==> src/rtl/bus_mux_arbiter.sv <==
// Round-robin arbiter for one shared datapath bus.
// Drives one-hot grants and the mux-tree select. One dead cycle (GAP) separates
// consecutive owners so the mux never switches under an active driver.
// Optional feature: define ARB_TIMEOUT_EN to add a hold counter that force-revokes
// a grant held for MAX_HOLD cycles while another requester is waiting.
module bus_mux_arbiter #(
  parameter int unsigned N_REQ    = 4,
  parameter int unsigned SEL_W    = 2,
  parameter int unsigned MAX_HOLD = 16,
  parameter int unsigned CNT_W    = 5
) (
  input  logic             i_clk,
  input  logic             i_rst_n,
  input  logic [N_REQ-1:0] i_req,
  output logic [N_REQ-1:0] o_gnt,
  output logic [SEL_W-1:0] o_sel,
  output logic             o_busy,
  output logic             o_timeout
);

  typedef enum logic [1:0] {StIdle, StGrant, StGap} state_e;

  state_e           state_q, state_d;
  logic [N_REQ-1:0] gnt_q, gnt_d;
  logic [SEL_W-1:0] sel_q, sel_d;
  logic [SEL_W-1:0] rr_ptr_q, rr_ptr_d;
  logic             win_found;
  logic [SEL_W-1:0] win_idx;
  logic             revoke;

  // Winner search: first active request at or after rr_ptr, wrapping modulo N_REQ.
  always_comb begin
    logic [SEL_W-1:0] cand;
    win_found = 1'b0;
    win_idx   = '0;
    cand      = '0;
    for (int unsigned i = 0; i < N_REQ; i++) begin
      // SEL_W-bit addition wraps N_REQ-1 -> 0 since N_REQ is a power of two.
      cand = rr_ptr_q + SEL_W'(i);
      if (!win_found && i_req[cand]) begin
        win_found = 1'b1;
        win_idx   = cand;
      end
    end
  end

`ifdef ARB_TIMEOUT_EN
  logic [CNT_W-1:0] hold_cnt_q, hold_cnt_d;
  logic             timeout_q, timeout_d;
  logic [N_REQ-1:0] others;

  // Forced revoke: owner has held MAX_HOLD cycles and someone else is waiting.
  always_comb begin
    others = i_req & ~(N_REQ'(1) << sel_q);
    revoke = (state_q == StGrant) && (hold_cnt_q == CNT_W'(MAX_HOLD - 1)) &&
             i_req[sel_q] && (|others);
  end

  // Hold counter clears on GRANT entry and saturates at MAX_HOLD.
  always_comb begin
    hold_cnt_d = hold_cnt_q;
    timeout_d  = revoke;
    if (state_d == StGrant && state_q != StGrant) begin
      hold_cnt_d = '0;
    end else if (state_q == StGrant && hold_cnt_q != CNT_W'(MAX_HOLD)) begin
      hold_cnt_d = hold_cnt_q + CNT_W'(1);
    end
  end

  // Hold counter and timeout pulse registers.
  always_ff @(posedge i_clk or negedge i_rst_n) begin
    if (!i_rst_n) begin
      hold_cnt_q <= '0;
      timeout_q  <= 1'b0;
    end else begin
      hold_cnt_q <= hold_cnt_d;
      timeout_q  <= timeout_d;
    end
  end

  assign o_timeout = timeout_q;
`else
  logic [CNT_W-1:0] unused_hold_cfg;
  assign unused_hold_cfg = CNT_W'(MAX_HOLD);
  assign revoke          = 1'b0;
  assign o_timeout       = 1'b0;
`endif

  // Next-state logic: arbitrate in IDLE/GAP, hold in GRANT until release or revoke.
  always_comb begin
    state_d  = state_q;
    gnt_d    = gnt_q;
    sel_d    = sel_q;
    rr_ptr_d = rr_ptr_q;
    unique case (state_q)
      StIdle, StGap: begin
        if (win_found) begin
          state_d = StGrant;
          gnt_d   = N_REQ'(1) << win_idx;
          sel_d   = win_idx;
        end else begin
          state_d = StIdle;
          gnt_d   = '0;
        end
      end
      StGrant: begin
        if (!i_req[sel_q] || revoke) begin
          state_d  = StGap;
          gnt_d    = '0;
          rr_ptr_d = sel_q + SEL_W'(1);
        end
      end
      default: begin
        state_d = StIdle;
        gnt_d   = '0;
      end
    endcase
  end

  // State and output registers.
  always_ff @(posedge i_clk or negedge i_rst_n) begin
    if (!i_rst_n) begin
      state_q  <= StIdle;
      gnt_q    <= '0;
      sel_q    <= '0;
      rr_ptr_q <= '0;
    end else begin
      state_q  <= state_d;
      gnt_q    <= gnt_d;
      sel_q    <= sel_d;
      rr_ptr_q <= rr_ptr_d;
    end
  end

  assign o_gnt  = gnt_q;
  assign o_sel  = sel_q;
  assign o_busy = (state_q == StGrant);

endmodule

==> config.mk <==
export PLATFORM = sky130hd
export DESIGN_NAME = bus_mux_arbiter
export DESIGN_NICKNAME = d
export VERILOG_FILES = /design/src/rtl/bus_mux_arbiter.sv
export SDC_FILE = /design/constraint.sdc
export NUM_CORES = 1
export LEC_CHECK = 0
export ABC_AREA = 1
export CAP_MARGIN = 15
export CORE_MARGIN = 2
export CORE_UTILIZATION = 26
export CTS_BUF_LIST = sky130_fd_sc_hd__clkbuf_8
export CTS_CLUSTER_DIAMETER = 40
export CTS_CLUSTER_SIZE = 30
export DETAILED_ROUTE_END_ITERATION = 10
export DONT_BUFFER_PORTS = 1
export PLACE_DENSITY = 0.44
export SYNTH_ARGS = -nofsm -noshare
export SYNTH_HDL_FRONTEND = slang
export SYNTH_SLANG_ARGS = --single-unit
==> constraint.sdc <==
create_clock -name i_clk -period 2.6 [get_ports i_clk]
set_input_delay 0.52 -clock i_clk [delete_from_list [all_inputs] [get_ports i_clk]]
set_output_delay 0.52 -clock i_clk [all_outputs]
set_load 0.005 [all_outputs]
==> results of run 1 <==
-- layer usage --
layer	part of all wire, %	wire length, um	vias to the layer above	GRT usage [%]
li1	-	-	366	-
met1	47	769	303	14.36
met2	48	777	11	18.30
met3	4.8	78	2	3.077
met4	0.37	6	0	2.990
met5	0	0	-	0
-- per-stage QoR --
stage          hold slack, ps  utilization (%)  worst slack [ps]
2_1_floorplan           224.4                -              1217
3_3_place_gp            224.7            28.48             853.5
3_5_place_dp            224.6            28.48             880.7
4_1_cts                 515.7            30.81             871.2
5_1_grt                 536.9            30.81             700.7
6_report                509.1            30.81             885.4
-- worst max path at each step --
stage / to / slack [ps] / from
2_1_floorplan: o_gnt[0] / 1220 / i_req[1]
3_5_place_dp: o_gnt[0] / 880 / rr_ptr_q[0]
5_1_grt: o_gnt[0] / 700 / rr_ptr_q[0]
3_3_place_gp: o_gnt[0] / 850 / rr_ptr_q[0]
6_report: o_gnt[0] / 890 / rr_ptr_q[0]
4_1_cts: o_gnt[0] / 870 / rr_ptr_q[0]
-- flip-flops by register name, indices dropped and copies added (netlist names) --
signal and count:
o_gnt 4, rr_ptr_q 2, o_sel 2, state_q 2
-- power by group --
part	total [mW]	leakage [nW]	internal, mW	switching, mW
registers	0.322	0.127	0.226	0.0962
logic	0.688	0.322	0.236	0.452
clock network	0.190	0.0288	0.133	0.0570
-- cell type report --
type	instances	area [um2]	share of cell area (%)
well taps	31	38.79	4.526
multi-input cells	92	454.2	52.99
flip-flops and latches	10	250.2	29.20
repair buffers	1	10.01	1.168
clock buffers	4	55.05	6.423
inverters	13	48.80	5.693
-- cells in the final DEF (no fill, tap or decap), drive strengths merged --
cell type / n
nand2: 62
inv: 13
nand3: 11
dfrtp: 10
nor2: 8
o21ai: 5
clkbuf: 4
nand4: 1
a21boi: 1
a21oi: 1
o211ai: 1
xnor2: 1
conb: 1
dlygate4sd3: 1
-- Yosys cell counts --
cell type / number / area (um2)
a21boi_2: 1 / 11.26
a21oi_1: 1 / 5.000
buf_4: 1 / 7.510
buf_6: 1 / 11.26
conb_1: 1 / 3.750
dfrtp_1: 10 / 250.2
inv_1: 10 / 37.54
inv_2: 3 / 11.26
nand2_1: 53 / 198.9
nand2_2: 7 / 43.79
nand2_4: 2 / 22.52
nand3_1: 9 / 45.04
nand3_2: 2 / 20.02
nand4_1: 1 / 6.260
nor2_1: 3 / 11.26
nor2_2: 3 / 18.77
nor2_4: 2 / 22.52
o211ai_1: 1 / 7.510
o21ai_0: 4 / 20.02
o21ai_2: 1 / 8.760
xnor2_1: 1 / 8.760
-- logic make-up after synthesis --
kind of cell           share of synthesized area (%)
flip-flops                                     32.41
buffers and inverters                          8.753
XOR/XNOR                                       1.135
AO/OA/AOI/OAI                                  6.807
AND/OR/NAND/NOR                                50.40
other                                         0.4858
-- critical path, stage by stage, from the launching register on --
cell and delay [ps]:
dfrtp_1 600, inv_2 180, nand2_1 150, nand2_4 80, nand2_2 60, nand2_1 60, nor2_2 110, nand3_2 90
nand2_4 110, inv_2 40, nand3_1 80, nand2_1 50
==> impl_metrics.yaml, run 1 <==
sta:
  hold_violations: 0
  rsz0062_at_grt: "no"
  tns_ps: 0
  drv_slew: 0
  setup_violations: 0
  period_share_pct: 65.95
  fin_skew_ps: 4.119
  fmax_ghz: 0.5832
  finalCriticalPeriod_ps: 1715
synthesis:
  synth_warnings: 0
  syn_area_per_cell_um2: 6.598
  ys_types: 21
  ys_seq_elements: 10
  synth_nets: 123
  syn_area_um2: 772.0
  ys_seq_area_share_pct: 32.41
  syn_inst: 117
power:
  p_per_area_nw_per_um2: 1400
  power_mw: 1.200
  peakVddDrop_uv: 589.3
  power.leakage_nw: 0.4783
clock_tree:
  ctsResizeCount: 0
  cts_setup_buffers: 0
  insertion_delay_ps: 230
  htree_levels: 1
  cts_buffers: 3
  clockBufferDepth: 2
  clockRootBuffer: "clkbuf_8"
  cts-hold-fix-buffers: 1
  cts_tree: "built"
  clk_pin_slew_ps: 50
  cts_num_sinks: 10
critical_path:
  rrSetupSlack_ps: 890
  r2r-end: "o_gnt[0]"
  required_ps: 2720
  crit_arrival_ps: 1840
  startpoint_type: "flop"
  r2r_cells: 11
  path_class: "flop to flop"
  cp_max_fo: 12
  end_kind: "flop"
  rr_startpoint: "rr_ptr_q[0]"
layout:
  syn2layout_area_growth_pct: 11.02
  nets: 127
  antennaDiodeCount: 0
  fin_cells: 151
  fill_cells: 310
  drive_above_1_share_pct: 20.83
  fin_area_um2: 857.1
detailed_routing:
  avgRoutedWirePerCell_um: 10.81
  drc: 0
  drt-total-wl_um: 1632
  dr.first_iter.drc_count: 16
  drtAntennaViolNets: 0
  dr_total_vias: 682
  vias_per_cell: 4.517
  firstDrtPassIters: 4
die:
  initial_core_util_pct: 27.76
  coreArea_um2: 2781
  num_rows: 19
  ios: 14
  die_h_um: 58.49
  dieArea_um2: 3421
  dieWidth_um: 58.49
global_routing:
  grt_pass1_vias: 676
  grt_pass1_wl_um: 2967
  overflow: 0
  grt_max_degree: 13
  track_usage_pct: 11.14
  antenna_found_initial: 0
hold_path:
  hold_end: "o_gnt[2]"
  holdPathStages: 2
  min-delay-start: "o_gnt[2]"
  hold_class: "flop to flop"
place:
  place_inst: 146
  place_hpwl_um: 1344
  post_dp_cell_area_um2: 792.0
  gp_congestion: 0.7900
  io_buffers: 0
status:
  status: "complete, no violations"
flow_run:
  maxCapViolCount: 0
(Power assumes the default switching activity.)
==> inputs of run 2 (changes only) <==
clock period = 1.6 ns   (was 2.6 ns; I/O delays follow)
==> run 2 against run 1 <==
Non-clock buffer count is 5 higher. Routed wire length grew 4.2%. Final area rose by 6.1%. Critical path type unchanged. Largest cell class unchanged. Highest routed layer unchanged. Setup slack got worse by 760 ps. Clock power up 65%. Largest power group unchanged.
==> impl_metrics.yaml, run 2 (synthesis gave the netlist of run 1 again) <==
global_routing:
  grt_pass1_vias: 680
  grt_pass1_wl_um: 2877
  antenna_found_initial: 0
  overflow: 0
  grt_max_degree: 11
  track_usage_pct: 11.18
detailed_routing:
  firstDrtPassIters: 4
  avgRoutedWirePerCell_um: 10.90
  drt-total-wl_um: 1700
  dr.first_iter.drc_count: 16
  drtAntennaViolNets: 0
  drc: 0
  dr_total_vias: 704
  vias_per_cell: 4.513
sta:
  period_share_pct: 92.15
  tns_ps: 0
  fin_skew_ps: 0.8625
  finalCriticalPeriod_ps: 1474
  drv_slew: 0
  hold_ws_ps: 414.6
  rsz0062_at_grt: "no"
  fmax_ghz: 0.6782
  hold_violations: 0
  setup_violations: 0
  fin_ws_ps: 125.6
critical_path:
  rr_startpoint: "rr_ptr_q[0]"
  crit_chain: "buf_6 > nand2_2 > nand2_4 > nand2_2 > nand2_1 > nor2_2 > nand3_2 > nand2_4 > inv_2 > nand3_1 > nand2_1"
  required_ps: 1720
  r2r-end: "o_gnt[0]"
  path_delay_family: "simple AND/OR/NAND/NOR gates"
  cp_max_fo: 7
  rrSetupSlack_ps: 130
  crit_arrival_ps: 1600
  slowest_delay_ps: 430
  crit_path_end: "o_gnt[0]"
  end_kind: "flop"
  cp_num_buf_inv: 2
  startpoint_type: "flop"
  r2r_cells: 11
  critPathSlowestCell: "dfrtp_2"
  crit_path_start: "rr_ptr_q[0]"
  cp.depth: 11
  path_class: "flop to flop"
die:
  dieArea_um2: 3421
  die_h_um: 58.49
  ios: 14
  initial_core_util_pct: 27.76
  num_rows: 19
  dieWidth_um: 58.49
  coreArea_um2: 2781
layout:
  final_common_cell: "nand2_1"
  final_util_pct: 32.70
  syn2layout_area_growth_pct: 17.83
  multiInputGateArea_um2: 456.7
  antennaDiodeCount: 0
  nets: 132
  largest_reg_flops: 4
  drive_above_1_share_pct: 26.40
  fill_cells: 294
  final-seq-area_um2: 252.7
  mostFrequentLayoutCells: "nand2_1, inv_1, nand3_1, nand2_2, dfrtp_1"
hold_path:
  hold_class: "primary input to flop"
clock_tree:
  htree_levels: 1
  clk_pin_slew_ps: 50
  cts_buffers: 3
  clockRootBuffer: "clkbuf_8"
  insertion_delay_ps: 230
  clockBufferDepth: 2
  cts_num_sinks: 10
  cts_tree: "built"
power:
  peakVddDrop_uv: 1059
  power.leakage_nw: 0.5036
  p_per_area_nw_per_um2: 2299
place:
  io_buffers: 0
  gp_congestion: 0.8188
  place_hpwl_um: 1396
  dp_slack_ps: 112.7
status:
  status: "complete, no violations"
flow_run:
  maxCapViolCount: 0
run 2: power by group:
group          internal, mW  switching, mW  total (mW)
clock                 0.216         0.0974       0.314
combinational         0.482          0.819        1.30
sequential            0.373          0.104       0.477
run 2: repair_timing:
action | in CTS | in global routing
setup endpoints to repair | 0 | 3
gates resized for setup | 0 | 6
hold buffers | 1 | 0
buffers inserted | 0 | 1
endpoints found under the hold margin | 10 | 0
run 2: worst reg2reg max path: cells and delay by family, from the launching register on:
kind | cells | cell delay, ps
flip-flops | 1 | 430
buffers and inverters | 2 | 180
AND/OR/NAND/NOR | 9 | 740
run 2: cell type report:
class	count	area share (%)
Clock buffer	4	6.052
Inverter	13	5.640
Tap cell	31	4.264
Multi-Input combinational cell	92	50.21
Timing Repair Buffer	6	6.052
Sequential cell	10	27.79
run 2: routing by layer:
metal / vias up / share of wire [%] / wire (um) / GRT usage [%]
met5: - / 0 / 0 / 0
met4: 0 / 2.5 / 42 / 6.977
met3: 5 / 4.2 / 72 / 1.758
met2: 12 / 49 / 825 / 18.94
met1: 311 / 45 / 760 / 13.13
li1: 376 / - / - / -
run 2: how the worst min path moves through the flow:
stage                     cells past startpoint  startpoint          to
after floorplan                               0     i_rst_n    o_gnt[0]
after global placement                        0     i_rst_n    o_gnt[0]
after detailed placement                      0     i_rst_n    o_gnt[0]
after CTS                                     4    i_req[0]  state_q[0]
after global routing                          4    i_req[0]  state_q[0]
final                                         4    i_req[0]  state_q[0]
run 2: through the flow:
step / area [um2] / power, mW / instances
floorplan: 772.0 / 1.470 / 117
global placement: 822.0 / 1.741 / 150
detailed placement: 822.0 / 1.737 / 150
CTS: 887.1 / 2.070 / 155
global route: 909.6 / 2.313 / 156
finish: 909.6 / 2.092 / 156
